===== src/rtl/square_orbit_pkg.sv =====
// Shared constants and types for the animated-square display driver.
// Segment patterns are active low, ordered {dp,g,f,e,d,c,b,a}.
//   SEG_TOP : upper square (a,b,f,g lit)
//   SEG_BOT : lower square (c,d,e,g lit)
//   SEG_OFF / AN_OFF : everything dark
package square_orbit_pkg;

  localparam logic [7:0] SEG_TOP = 8'b1001_1100;
  localparam logic [7:0] SEG_BOT = 8'b1010_0011;
  localparam logic [7:0] SEG_OFF = 8'hFF;
  localparam logic [7:0] AN_OFF  = 8'hFF;

  typedef enum logic {
    FWD = 1'b0,
    REV = 1'b1
  } run_dir_t;

endpackage


===== src/rtl/tick_prescaler.sv =====
// Enable-gated tick generator.
// Produces a one-cycle tick every (period+1) enabled clock cycles.
// Ports:
//   clk    : clock
//   rst    : synchronous active-high reset (counter to 0)
//   en     : counter advances only while high; tick is forced low otherwise
//   period : cycles per tick minus 1
//   tick   : combinational, high on the cycle the counter reaches period
module tick_prescaler #(
  parameter int W = 27
) (
  input  logic         clk,
  input  logic         rst,
  input  logic         en,
  input  logic [W-1:0] period,
  output logic         tick
);

  logic [W-1:0] cnt_q;
  logic [W-1:0] cnt_d;

  // >= rather than == so that lowering period mid-count fires on the
  // next cycle instead of waiting for the counter to wrap.
  always_comb begin
    tick  = en && (cnt_q >= period);
    cnt_d = cnt_q;
    if (en) begin
      cnt_d = tick ? '0 : cnt_q + W'(1);
    end
  end

  always_ff @(posedge clk) begin
    if (rst) begin
      cnt_q <= '0;
    end else begin
      cnt_q <= cnt_d;
    end
  end

endmodule


===== src/rtl/square_orbit_anim.sv =====
// Animated square for an 8-digit active-low seven-segment display.
// A lit square walks the top half of digits 0..N-1, then returns along
// the bottom half. Positions 0..N-1 are top squares on digit p; positions
// N..2N-1 are bottom squares on digit 2N-1-p.
// Ports:
//   clk, rst : clock, synchronous active-high reset
//   enable   : 1 = animate, 0 = freeze (lap held low)
//   period   : clk cycles per step minus 1
//   dir      : circulate mode direction (0 fwd, 1 rev), sampled on ticks
//   bounce   : 0 = circulate, 1 = ping-pong, sampled on ticks
//   an, sseg : active-low anodes / segments {dp,g,f,e,d,c,b,a}
//   pos      : current position (debug view of the position register)
//   lap      : one-cycle pulse after a lap completes
module square_orbit_anim
  import square_orbit_pkg::*;
#(
  parameter  int NUM_DIGITS = 4,
  parameter  int PRESCALE_W = 27,
  localparam int POS_W      = $clog2(2 * NUM_DIGITS)
) (
  input  logic                  clk,
  input  logic                  rst,
  input  logic                  enable,
  input  logic [PRESCALE_W-1:0] period,
  input  logic                  dir,
  input  logic                  bounce,
  output logic [7:0]            an,
  output logic [7:0]            sseg,
  output logic [POS_W-1:0]      pos,
  output logic                  lap
);

  localparam logic [POS_W-1:0] LAST = POS_W'(2 * NUM_DIGITS - 1);
  localparam logic [POS_W-1:0] NPOS = POS_W'(NUM_DIGITS);
  localparam logic [POS_W-1:0] ONE  = POS_W'(1);

  logic             tick;
  logic [POS_W-1:0] pos_q,     pos_d;
  run_dir_t         run_dir_q, run_dir_d;
  logic             lap_q,     lap_d;
  logic [POS_W-1:0] digit;

  tick_prescaler #(
    .W(PRESCALE_W)
  ) u_prescaler (
    .clk    (clk),
    .rst    (rst),
    .en     (enable),
    .period (period),
    .tick   (tick)
  );

  // Position / direction next state. Everything holds without a tick,
  // which also covers the frozen (enable=0) case since tick is gated.
  always_comb begin
    pos_d     = pos_q;
    run_dir_d = run_dir_q;
    lap_d     = 1'b0;
    if (tick) begin
      if (!bounce) begin
        // Circulate: direction reloads from dir on every tick, so leaving
        // bounce mode picks up dir immediately.
        run_dir_d = dir ? REV : FWD;
        if (run_dir_d == FWD) begin
          if (pos_q == LAST) begin
            pos_d = '0;
            lap_d = 1'b1;
          end else begin
            pos_d = pos_q + ONE;
          end
        end else begin
          if (pos_q == '0) begin
            pos_d = LAST;
            lap_d = 1'b1;
          end else begin
            pos_d = pos_q - ONE;
          end
        end
      end else begin
        // Bounce: reverse and step in the same tick at each end; only the
        // return to the start counts as a lap.
        unique case (run_dir_q)
          FWD: begin
            if (pos_q == LAST) begin
              run_dir_d = REV;
              pos_d     = LAST - ONE;
            end else begin
              pos_d = pos_q + ONE;
            end
          end
          REV: begin
            if (pos_q == '0) begin
              run_dir_d = FWD;
              pos_d     = ONE;
              lap_d     = 1'b1;
            end else begin
              pos_d = pos_q - ONE;
            end
          end
          default: begin
            run_dir_d = FWD;
          end
        endcase
      end
    end
  end

  always_ff @(posedge clk) begin
    if (rst) begin
      pos_q     <= '0;
      run_dir_q <= FWD;
      lap_q     <= 1'b0;
    end else begin
      pos_q     <= pos_d;
      run_dir_q <= run_dir_d;
      lap_q     <= lap_d;
    end
  end

  // Display decode straight from the registered position. The digit index
  // is always below NUM_DIGITS, so unused anodes stay high.
  always_comb begin
    sseg  = SEG_OFF;
    digit = (pos_q < NPOS) ? pos_q : (LAST - pos_q);
    an    = AN_OFF & ~(8'd1 << digit);
    sseg  = (pos_q < NPOS) ? SEG_TOP : SEG_BOT;
  end

  assign pos = pos_q;
  assign lap = lap_q;

endmodule


===== config.mk =====
export PLATFORM = sky130hd
export DESIGN_NAME = square_orbit_anim
export DESIGN_NICKNAME = d
export VERILOG_FILES = /design/src/rtl/square_orbit_pkg.sv /design/src/rtl/tick_prescaler.sv /design/src/rtl/square_orbit_anim.sv
export SDC_FILE = /design/constraint.sdc
export NUM_CORES = 1
export LEC_CHECK = 0
export CAP_MARGIN = 20
export CORE_MARGIN = 2
export CORE_UTILIZATION = 46
export DETAILED_ROUTE_END_ITERATION = 10
export MAX_ROUTING_LAYER = met4
export PLACE_DENSITY = 0.72
export SLEW_MARGIN = 20
export SYNTH_ARGS = -nofsm -noshare
export SYNTH_HDL_FRONTEND = slang
export SYNTH_SLANG_ARGS = --single-unit

===== constraint.sdc =====
create_clock -name clk -period 2.8 [get_ports clk]
set_input_delay 0.56 -clock clk [delete_from_list [all_inputs] [get_ports clk]]
set_output_delay 0.56 -clock clk [all_outputs]
set_load 0.005 [all_outputs]

=== Word level (Yosys, flattened, before mapping) ===
Index checks and enable logic that the tools add are counted.

* Add/sub/neg operators: 4
* Order comparisons: 2
* Equality and inequality tests: 1
* Shifts and indexed selects: 1
* Muxes and demuxes: 19
* Bitwise gates (word level): 3
* Reductions and logical operators: 3

{| class="wikitable"
|+ Operators with widths
! operator !! count
|-
| $add 27x1->27 const B || 1
|-
| $ge 27x27->1 || 1
|-
| $mux 27 || 1
|-
| $mux 3 || 7
|-
| $mux 1 || 8
|-
| $not 8->8 || 1
|-
| $shl 1x3->8 const A || 1
|-
| $mux 6 || 1
|-
| $pmux 3 s2 || 1
|-
| $add 3x1->3 const B || 1
|-
| $eq 3x3->1 const B || 1
|-
| $logic_not 3->1 || 1
|-
| $lt 3x3->1 const B || 1
|-
| $sub 3x1->3 const B || 1
|-
| $sub 3x3->3 const A || 1
|-
| $not 1->1 || 2
|-
| $pmux 1 s2 || 1
|-
| $reduce_or 2->1 || 1
|-
| $logic_and 1x1->1 || 1
|}

* Register bits after elaboration: 32
* Bits of input ports: 32
* Output and inout bits: 20
* Logic and storage cells: 37

=== Depth between registers and ports, before layout ===
* Depth after elaboration: 4
* Depth in mapped cells: 9

=== Cells and area by module ===
A second synthesis with hierarchy kept.

* Cell total of the unflattened synthesis: 312
* Area, all modules: 2630.0 µm²

{| class="wikitable"
|+ Modules (own cells, without submodules)
! module !! times used !! cells an instance !! area each (µm²) !! seq. area each (µm²)
|-
| tick_prescaler || 1 || 239 || 2064.5 || 540.5
|-
| square_orbit_anim || 1 || 73 || 565.5 || 100.1
|}

=== Worst setup path before layout ===
No wires, ideal clock.

* Path type: input port to flip-flop
* From: in period[2]
* To: reg u_prescaler.cnt_q[0]
* Setup time: 0.070 ns
* Arrival time: 2.098 ns
* Required time: 2.730 ns
* Setup slack: 0.632 ns
* Stages on the path: 8
* Cells stage by stage: inv_1 -> ha_1 -> a21oi_2 -> a211oi_2 -> a2111oi_4 -> o21ai_2 -> or4_1 -> a21oi_1

* Longest elaborated chain between the ends: 3

{| class="wikitable"
|+ Ends and longest elaborated chain
! item !! RTL line !! RTL
|-
| from (decl) || square_orbit_anim.sv:24 || <nowiki>input logic [PRESCALE_W-1:0] period,</nowiki>
|-
| $ge 27x27->1 || tick_prescaler.sv:25 || <nowiki>tick = en && (cnt_q >= period);</nowiki>
|-
| $logic_and 1x1->1 || tick_prescaler.sv:25 ||
|-
| $mux 27 || tick_prescaler.sv:28 || <nowiki>cnt_d = tick ? '0 : cnt_q + W'(1);</nowiki>
|-
| to (signal assigned) || tick_prescaler.sv:36 || <nowiki>cnt_q <= cnt_d;</nowiki>
|-
| to (decl) || tick_prescaler.sv:19 || <nowiki>logic [W-1:0] cnt_q;</nowiki>
|}

No other way between the ends.
A chain may end at the register's enable or synchronous reset.

=== Worst setup path after layout ===
* From: in period[25]
* To: reg pos_q[0], in the netlist pos[0]

* Longest elaborated chain between the ends: 2

{| class="wikitable"
|+ Ends and longest elaborated chain
! item !! RTL line !! RTL
|-
| $ge 27x27->1 || tick_prescaler.sv:25 ||
|-
| $logic_and 1x1->1 || tick_prescaler.sv:25 ||
|-
| to (signal assigned) || square_orbit_anim.sv:114 || <nowiki>pos_q <= pos_d;</nowiki>
|-
| to (decl) || square_orbit_anim.sv:38 || <nowiki>logic [POS_W-1:0] pos_q, pos_d;</nowiki>
|}

No other way between the ends.

==> results by group <==
Status
  • Outcome: complete, no violations

Global route
  • Number of global-route vias before repair: 2119
  • First-pass GRT wire length: 9090 µm
  • Remaining Overflow, GRT: 0
  • Initial antenna violation count: 0
  • Largest net degree at the start of global routing: 13
  • GRT Total Usage: 18.8%

Yosys
  • Number of enable flip-flop cells after synthesis: 0
  • Synth Flop Type: dfxtp_1
  • YS warnings: 0
  • Mapped Area: 2590 µm²
  • Syn avg cell area: 8.26 µm²
  • Post-synthesis sequential area ratio: 24.7%
  • Synthesized instance count: 314
  • Ys async rst share: 0%
  • Netlist cell types: 51
  • Flops & latches, synth: 32

CTS
  • Number of H-tree levels: 2
  • CTS Hold Buffers Added: 0
  • Bufs on Longest Clock Path: 2
  • Clk pin slew, worst setup/hold paths: 0.07 ns
  • Number of setup buffers added after CTS: 0
  • TritonCTS Buffers: 5
  • Clock root buffer: clkbuf_8
  • Clock Sinks: 32
  • PostCTS Resize Cnt: 0
  • CTS tree: built
  • Skew-Pair Late Insertion Delay: 0.29 ns

Routing
  • Detailed Route Iter0 Violations: 82
  • Vias per cell: 5.09
  • Drt wl/cell: 12.2 µm
  • DR WL met2: 2510 µm
  • Total wire length: 5320 µm
  • Metal-1 WL: 2530 µm
  • DR top layer: met4
  • DRT Pass-1 Iters: 4
  • WL met3: 206 µm
  • DRC violations left: 0
  • Post-route ant nets: 0
  • Vias: 2220

STA
  • Min Clock Period, post-route: 2.49 ns
  • Setup Skew: 0.00604 ns
  • Period utilisation layout: 89.0%
  • Final Hold Fails: 0
  • Fmax: 401 MHz
  • Setup Viol. Count Final: 0
  • RSZ-0062 raised after global routing: false
  • Slew Viols, Final: 0

Power
  • Power Total: 1.08 mW
  • Clock Power Share: 45.9%
  • Sequential share of power: 42.8%
  • Power Density: 332 nW/µm²
  • Leak: 1.41 nW
  • Switching share of power: 22.0%
  • Switch Pwr: 0.237 mW
  • Pint: 0.840 mW
  • Combinational group share of total power: 11.3%
  • Max IR drop VDD: 0.178 mV

Place
  • Post-DP HPWL: 4250 µm
  • DP Cell Count: 428
  • Port buffer count: 45
  • GPL Wtd Cong: 0.860

Setup path
  • CP arrival: 2.66 ns
  • Critical path's top delay family: compound AO/OA/AOI/OAI gates
  • Worst stage delay on the critical path: 0.45 ns
  • CP required: 2.97 ns
  • Crit end category: register
  • Buf+Inv Stages, Crit Path: 2
  • Worst-path fanout max: 5
  • Kind of critical path: input port to register
  • Critical Path Start Type: input port
  • CP cell instances: clkdlybuf4s50_1 -> inv_1 -> ha_1 -> nand4_1 -> nor4_2 -> a21oi_1 -> a31o_2 -> a21boi_0 -> o32ai_1
  • Slowest CP cell: clkdlybuf4s50_1

Layout
  • Filler cell count: 500
  • Most frequent cells in the layout: inv_1, clkdlybuf4s50_1, ha_1, dfxtp_1
  • Fin nets: 429
  • Diodes inserted: 0
  • Synth-to-layout area growth: 25.2%
  • Fin cells: 436
  • Ratio of cells with drive above 1 in the final layout: 15.4%

Worst hold path
  • Worst hold-check path type: register to register

Floorplan
  • Top Ports: 52
  • Die Height: 79.1 µm
  • Starting Density: 47.4%
  • Placement row count: 27
  • DIE WIDTH: 79.1 µm
  • Core ar.: 5470 µm²
  • Die ar.: 6250 µm²

Run
  • Max cap viols: 0
worst register-to-register path, delay by kind of cell (launching register included):
kind	cells	cell delay [ns]
buffers and inverters	1	0.16
adder cells (fa/ha/maj)	1	0.32
AND/OR/NAND/NOR	1	0.16
AO/OA/AOI/OAI	5	1.01
flip-flops	1	0.47
state kept, by name (all words and copies together) (netlist names):
signal / flops
u_prescaler.cnt_q: 27
pos: 3
lap: 1
run_dir_q: 1
kinds of logic (layout without fill, tap and decap cells):
group	count (synthesis)	in the layout	synth area share (%)
AO/OA/AOI/OAI	47	47	13.2
XOR/XNOR	24	24	8.11
adder cells (fa/ha/maj)	34	34	16.4
buffers and inverters	60	106	10.9
flip-flops	32	32	24.7
multiplexers	2	2	0.772
other	2	6	0.290
AND/OR/NAND/NOR	113	113	25.7
area by class of cell:
type                    instances  area [µm²]  area share [%]
clock buffers                   7        96.3            2.97
flip-flops and latches         32         641            19.7
well taps                      72        90.1            2.77
inverters                      45         169            5.20
clock inverters                 1        30.0           0.925
multi-input cells             226        1690            51.9
repair buffers                 53         536            16.5
worst paths after layout:
kind	start	to	slack [ns]	cells after the start
setup / recovery	period[25]	pos[0]	0.31	9
hold / removal	u_prescaler.cnt_q[0]	u_prescaler.cnt_q[0]	0.54	2
setup reg to reg	u_prescaler.cnt_q[2]	u_prescaler.cnt_q[1]	0.62	8
hold reg to reg	u_prescaler.cnt_q[0]	u_prescaler.cnt_q[0]	0.54	2
synth_stat cells (3+ instances only):
cell type / number / share of area, %
nand3_1: 10 / 1.9
nand2_1: 21 / 3.0
xnor2_1: 16 / 5.4
xor2_1: 8 / 2.7
o21ai_0: 6 / 1.2
nor2_2: 21 / 5.1
nand2b_1: 3 / 0.72
nor2_1: 20 / 2.9
buf_4: 11 / 3.2
nor3_1: 7 / 1.4
dfxtp_1: 32 / 25
inv_1: 45 / 6.5
a21oi_1: 17 / 3.3
ha_1: 34 / 16
nand4_1: 10 / 2.4
metal layers:
| layer | vias up | global-route usage, % |
|---|---|---|
| met4 | 0 | 5.69 |
| met5 | - | - |
| met3 | 7 | 4.77 |
| met2 | 43 | 30.7 |
| met1 | 1016 | 22.9 |
| li1 | 1154 | - |
power groups by stage:
stage               Clock (mW)  Combinational, mW  Sequential, mW
floorplan                    0             0.0647           0.471
global placement             0              0.119           0.472
detailed placement           0              0.122           0.472
CTS                      0.501              0.123           0.461
global route             0.520              0.135           0.461
finish                   0.494              0.122           0.461
per-stage QoR:
stage / setup WS [ns] / area, µm² / hold slack, ns / TNS [ns] / utilization (%)
after floorplan: 0.632 / 2610 / 0.490 / 0 / -
after global placement: 0.0148 / 3120 / 0.527 / 0 / 57.0
after detailed placement: -0.00707 / 3120 / 0.528 / -0.0464 / 57.0
after CTS: 0.290 / 3250 / 0.542 / 0 / 59.3
after global routing: 0.145 / 3250 / 0.569 / 0 / 59.3
final: 0.307 / 3250 / 0.536 / 0 / 59.3
Note: power is estimated with default switching activity, not from simulation.
